===== src/rtl/pipelined_csa_adder.sv =====
// Pipelined carry-select adder/subtractor with valid/ready flow control.
// Stage gi resolves block gi: both carry hypotheses are summed and the
// carry registered by the previous stage (or the live carry-in for stage 0)
// picks one. Results leave straight from the last stage's registers.
module pipelined_csa_adder #(
    parameter int WIDTH = 16,
    parameter int BLOCK = 4
) (
    input  logic             clk,
    input  logic             rst,
    input  logic             in_valid,
    output logic             in_ready,
    input  logic [WIDTH-1:0] a,
    input  logic [WIDTH-1:0] b,
    input  logic             cin,
    input  logic             sub,
    output logic             out_valid,
    input  logic             out_ready,
    output logic [WIDTH-1:0] sum,
    output logic             cout,
    output logic             ovf
);
    localparam int NUM_BLK = WIDTH / BLOCK;

    generate
        if (WIDTH < 1 || BLOCK < 1 || BLOCK > WIDTH || (WIDTH % BLOCK) != 0) begin : g_bad_params
            $error("pipelined_csa_adder: illegal WIDTH/BLOCK combination");
        end
    endgenerate

    // Whole pipeline advances together; a stalled output freezes every stage.
    logic adv;
    assign adv      = ~out_valid | out_ready;
    assign in_ready = adv;

    // Subtraction is a + ~b + 1, with the borrow-in folded into the carry.
    logic [WIDTH-1:0] b_eff;
    logic             c0;
    assign b_eff = b ^ {WIDTH{sub}};
    assign c0    = cin ^ sub;

    // Per-stage state; stage gi has resolved blocks 0..gi.
    logic             valid_reg [NUM_BLK];
    logic [WIDTH-1:0] sum_reg   [NUM_BLK];
    logic [WIDTH-1:0] a_reg     [NUM_BLK];
    logic [WIDTH-1:0] b_reg     [NUM_BLK];
    logic             carry_reg [NUM_BLK];
    logic             ovf_reg;

    genvar gi;
    generate
        for (gi = 0; gi < NUM_BLK; gi++) begin : g_stage
            logic             v_src;
            logic [WIDTH-1:0] a_src;
            logic [WIDTH-1:0] b_src;
            logic [WIDTH-1:0] s_src;
            logic             c_src;
            logic [BLOCK:0]   s0;
            logic [BLOCK:0]   s1;
            logic [BLOCK:0]   sel;
            logic [WIDTH-1:0] s_next;

            if (gi == 0) begin : g_src
                assign v_src = in_valid;
                assign a_src = a;
                assign b_src = b_eff;
                assign s_src = '0;
                assign c_src = c0;
            end else begin : g_src
                assign v_src = valid_reg[gi-1];
                assign a_src = a_reg[gi-1];
                assign b_src = b_reg[gi-1];
                assign s_src = sum_reg[gi-1];
                assign c_src = carry_reg[gi-1];
            end

            // Both carry-in hypotheses for this block, then select.
            always_comb begin
                s0     = {1'b0, a_src[gi*BLOCK +: BLOCK]} + {1'b0, b_src[gi*BLOCK +: BLOCK]};
                s1     = s0 + {{BLOCK{1'b0}}, 1'b1};
                sel    = c_src ? s1 : s0;
                s_next = s_src;
                s_next[gi*BLOCK +: BLOCK] = sel[BLOCK-1:0];
            end

            // Stage register: clears on reset, holds while the output stalls.
            always_ff @(posedge clk) begin
                if (rst) begin
                    valid_reg[gi] <= 1'b0;
                    sum_reg[gi]   <= '0;
                    a_reg[gi]     <= '0;
                    b_reg[gi]     <= '0;
                    carry_reg[gi] <= 1'b0;
                end else if (adv) begin
                    valid_reg[gi] <= v_src;
                    sum_reg[gi]   <= s_next;
                    a_reg[gi]     <= a_src;
                    b_reg[gi]     <= b_src;
                    carry_reg[gi] <= sel[BLOCK];
                end
            end

            if (gi == NUM_BLK - 1) begin : g_ovf
                // Carry into the MSB is recovered as sum ^ a ^ b at that bit.
                always_ff @(posedge clk) begin
                    if (rst) begin
                        ovf_reg <= 1'b0;
                    end else if (adv) begin
                        ovf_reg <= sel[BLOCK] ^ (sel[BLOCK-1] ^ a_src[WIDTH-1] ^ b_src[WIDTH-1]);
                    end
                end
            end
        end
    endgenerate

    assign out_valid = valid_reg[NUM_BLK-1];
    assign sum       = sum_reg[NUM_BLK-1];
    assign cout      = carry_reg[NUM_BLK-1];
    assign ovf       = ovf_reg;

endmodule


===== config.mk =====
export PLATFORM = sky130hd
export DESIGN_NAME = pipelined_csa_adder
export DESIGN_NICKNAME = d
export VERILOG_FILES = /design/src/rtl/pipelined_csa_adder.sv
export SDC_FILE = /design/constraint.sdc
export NUM_CORES = 1
export LEC_CHECK = 0
export BUFFER_PORTS_ARGS = -buffer_cell sky130_fd_sc_hd__buf_2
export CORE_UTILIZATION = 52
export CTS_CLUSTER_DIAMETER = 40
export CTS_CLUSTER_SIZE = 28
export DETAILED_ROUTE_END_ITERATION = 8
export PLACE_DENSITY = 0.83
export SLEW_MARGIN = 20
export SYNTH_ARGS = -nofsm -noshare
export SYNTH_HDL_FRONTEND = slang
export SYNTH_SLANG_ARGS = --single-unit

===== constraint.sdc =====
create_clock -name clk -period 2.8 [get_ports clk]
set_input_delay 0 -clock clk [delete_from_list [all_inputs] [get_ports clk]]
set_output_delay 0 -clock clk [all_outputs]
set_load 0.005 [all_outputs]

* After elaboration in Yosys (flattened, before gate mapping)
Memory sizes are Yosys's and may differ from the RTL's. Index checks and enable logic that the tools add are counted.
Operators by class: add/subtract/negate cells 8, bitwise logic cells 27, multiplexer cells 29
Operators by type and width (count):
- $mux W16 | 12
- $or A1 B1 Y1 | 21
- $add A4 B4 Y5 | 4
- $add A5 B1 Y5 const B | 4
- $mux W5 | 4
- $xor A16 B16 Y16 | 1
- $mux W1 | 13
- $xor A1 B1 Y1 | 4
- $not A1 Y1 | 1
Word-level totals: bits in registers 1, logic and storage cells 70, input port bits 38, memories 5, output and inout bits 20, bits in writable memories 200
Memories:
- a_reg | words 4, width 16, read ports 3, clocked after Yosys merged registers in 0, wr ports 4, RTL line 45 | logic [WIDTH-1:0] a_reg [NUM_BLK];
- b_reg | words 4, width 16, read ports 3, clocked after Yosys merged registers in 0, wr ports 4, RTL line 46 | logic [WIDTH-1:0] b_reg [NUM_BLK];
- sum_reg | words 4, width 16, read ports 4, clocked after Yosys merged registers in 0, wr ports 4, RTL line 44 | logic [WIDTH-1:0] sum_reg [NUM_BLK];
- carry_reg | words 4, width 1, read ports 4, clocked after Yosys merged registers in 0, wr ports 4, RTL line 47 | logic carry_reg [NUM_BLK];
- valid_reg | words 4, width 1, read ports 4, clocked after Yosys merged registers in 0, wr ports 4, RTL line 43 | logic valid_reg [NUM_BLK];

* Logic depth before layout (Yosys ltp)
An unclocked memory read counts as a cell.
word-level depth 7, mapped depth 11, mapped depth without buffers 11

* Worst setup path before layout
No wires, ideal clock.
kind register to register, start memory valid_reg[3], end memory a_reg[0][10], enable pin, stages on the path, launching flop included 4, data arrival time 2465 ps, library setup time 450 ps, path slack -115 ps, data required time 2350 ps, clock period less this slack 2915 ps, buffers on the path 0, cells stage by stage edfxtp_1 nand2b_1 nor2_1 inv_1
RTL lines (RTL line):
- from (decl) | 43
- to (decl) | 45

==> summary.md <==
| Metric | Value |
|---|---|
| Post-Synth XOR/XNOR Area | ~8.3% |
| WP data required | around 3100 ps |
| Root Driver | clkbuf_8 |
| Initial antenna violation count | 0 |
| Critical path's largest stage delay | between 400 and 500 ps |
| Crit Path Class | reg2reg |
| Leak | between 2 and 2.5 nW |
| Simple-gate share of the synthesized area | between 10 and 15% |
| Complex-gate fraction of the synthesized area | about 3.8% |
| Crit. End Element | register |
| Global placement routability congestion | between 0.7 and 0.8 |
| Clock transition at path regs | ~90 ps |
| Final WL | a little over 6000 µm |
| Number of synthesized flops with an enable pin | 96 |
| Outcome | finished, final reports clean |
| CTS tree | built |
| Mapped Cells | 340 |
| Bufs and invs on worst path | 2 |
| RSZ-0062 raised after global routing | false |
| Max VDD drop | between 0.2 and 0.3 mV |
| Max Root-Sink Buffers | 2 |
| PostCTS Resize Cnt | 0 |
| Row count | 33 |
| Via count | 2562 |
| All-Layer GR Usage | ~16% |
| Initial Util | a little over half |
| IO Count | between 50 and 60 |
| Iter 0 DRT Violations | 74 |
| Crit path cell chain | ha_1 > inv_1 > fa_1 > inv_1 > ha_1 > nand2_1 > or4_1 > o2bb2ai_1 > nor3_2 > xnor2_1 > a22o_1 |
| Top delay family on crit path | adder cells |
| HP Class | in2reg |
| Vias in the first global route | between 2000 and 2500 |
| FILL cells | slightly above 600 |
| H-tree levels | 3 |
| Worst setup SP type | register |
| Mux contribution to synthesized area | less than 1% |
| Final setup margin | approximately 280 ps |
| Largest family of logic cells by synthesized area | simple AND/OR/NAND/NOR gates |
| Arrival @ worst endpoint | about 2800 ps |
| Fmax achieved | slightly below 0.4 GHz |
| Power per Cell Area | 550 nW/µm² |
| Hold Vio Cnt, Final | 0 |
| Final TNS setup | 0 ps |
| Grt ovf | 0 |
| Unique masters post-synth | 32 |
| Vias per cell | 4.78 |
| Warnings from Yosys | 0 |
| Worst skew pair latency | ~360 ps |
| DP HPWL | 4110 µm |
| Fin. max-slew vios | 0 |
| Period utilization | between 90 and 100% |
| Max FFs per register | 40 |
| Synth Area in Adders | under 10% |
| Placement Setup Slack | about 280 ps |
| Die width | ~96 µm |
| Die area | approximately 9200 µm² |
| Slew @ Worst Pin | between 800 and 900 ps |
| Max-Cap Viols | 0 |
| Average wire per standard cell | ~12 µm |
| Mapped Area | 4560 µm² |
| Core area | around 8300 µm² |
| Post-layout minimum cycle time | between 2000 and 3000 ps |
| DRC viols | 0 |
| Routed Antenna Nets | 0 |
| Fraction of layout cells with a size suffix above 1 | a little under a fifth |
| Worst Skew | about 9.4 ps |
| Setup violations, final | 0 |
| Register area | 2900 µm² |
| Rel. slew slack | between 40% and 50% |
| Die Height | about 96 µm |
| Async S/R FF share, synth | 0% |
| Syn_nets | 402 |
| Footprint of the multi-input gates | 1560 µm² |
| Main synth FF type | edfxtp_1 |
| Area grow syn2layout | 18.8% |
| Register area share after synthesis | between 60% and 70% |
| Largest net degree at the start of global routing | 67 |
| Slowest stage cell, crit path | fa_1 |
| Final net count | between 400 and 500 |
| Synth Register Bits | between 90 and 100 |
| Avg Cell Area, Syn | between 10 and 15 µm² |
| First-pass GRT wire length | about 11000 µm |
| First-pass DRT Iterations | 4 |
| Num CTS Buffers | 9 |
| Port Buffer Count | 57 |
| Ant diodes | 0 |
| Crit Path Max Fanout | 4 |
| CTS sink cnt | 97 |
## per-layer routing
metal,wire (µm),track usage [%],part of all wire [%]
met1,2660,18.4,43
met2,3150,26.5,51
met3,263,4.07,4.2
met4,131,7.96,2.1
met5,0,0,0
## power breakdown
| part | leakage (nW) | switching [W] | internal (W) | total (W) |
|---|---|---|---|---|
| combinational | 1.16 | 0.000179 | 0.000192 | 0.000371 |
| sequential | 1.15 | 0.0000294 | 0.00172 | 0.00175 |
| clock | 0.0973 | 0.000450 | 0.000414 | 0.000864 |
| total | 2.41 | 0.000658 | 0.00232 | 0.00298 |
## cells in the mapped netlist (all sizes together), types with 2 or more instances
cell,number,share of area (%)
a21o,7,1.2
o21ai,2,0.22
xor2,11,2.3
nor3,4,0.55
nand2,9,0.74
inv,16,1.3
xnor2,29,5.6
and2,65,8.9
nor2b,2,0.27
buf,2,0.22
fa,4,1.8
ha,20,5.5
a21oi,11,1.5
nand2b,2,0.27
nor2,38,3.1
clkbuf,10,0.82
edfxtp,96,63
## stage by stage
stage	hold WS (ps)	instances	util [%]	cell area, µm²	total power, W
global placement	276	495	59.7	4980	0.00210
floorplan	137	340	-	4570	0.00203
detailed placement	280	495	59.7	4980	0.00212
CTS	134	536	65.0	5420	0.00300
finish	144	536	65.0	5420	0.00298
global route	156	536	65.0	5420	0.00312
## cells in the final DEF (no fill, tap or decap), types with 2 or more instances in the layout
| cell type | synthesis | layout |
|---|---|---|
| edfxtp_1 | 96 | 96 |
| and2_1 | 65 | 65 |
| buf_2 | 2 | 57 |
| nor2_1 | 38 | 38 |
| xnor2_1 | 29 | 29 |
| dlygate4sd3_1 | 0 | 25 |
| ha_1 | 20 | 20 |
| inv_1 | 16 | 15 |
| xor2_1 | 10 | 10 |
| a21oi_1 | 10 | 10 |
| nand2_1 | 9 | 9 |
| clkbuf_8 | 0 | 9 |
| a21o_1 | 7 | 7 |
| buf_4 | 0 | 5 |
| fa_1 | 4 | 4 |
| nor3_1 | 3 | 3 |
| nand2b_1 | 2 | 2 |
| o21ai_0 | 2 | 2 |
| clkinv_4 | 0 | 2 |
| clkinv_2 | 0 | 2 |
| clkbuf_1 | 10 | 2 |
## logic make-up after synthesis
kind of cell               after synthesis
and+or+nand+nor                        124
DFF                                     97
xor gates and xnor gates                41
buffers and inverters                   28
AOI/OAI and AO/OA                       25
adders and majority gates               24
muxes                                    1
## area by class of cell
cell class | count | area share (%)
Sequential cell | 97 | 53.6
Multi-Input combinational cell | 215 | 28.8
Timing Repair Buffer | 87 | 10.6
Clock buffer | 11 | 2.42
Tap cell | 105 | 2.42
Inverter | 16 | 1.18
Clock inverter | 5 | 1.06
## path summary, 6_finish.rpt
path / from / to / slack (ps) / depth (start not counted)
hold reg to reg: ovf / ovf / 490 / 1
setup reg to reg: a_reg[1][12] / ovf / 280 / 11
setup / recovery: a_reg[1][12] / ovf / 280 / 11
hold / removal: rst / ovf / 140 / 3
## worst register-to-register path: stages, from the launching register on
cell and delay, ps:
edfxtp_1 380, ha_1 230, inv_1 70, fa_1 450, inv_1 90, ha_1 140
nand2_1 100, or4_1 420, o2bb2ai_1 170, nor3_2 70, xnor2_1 130, a22o_1 170
## timing repair
| action | 4_1_cts | 5_1_grt |
|---|---|---|
| hold buffers | 25 | 0 |
| setup buffers | 0 | 0 |
| hold endpoints to repair | 25 | 0 |
Note: power is estimated with default switching activity, not from simulation.
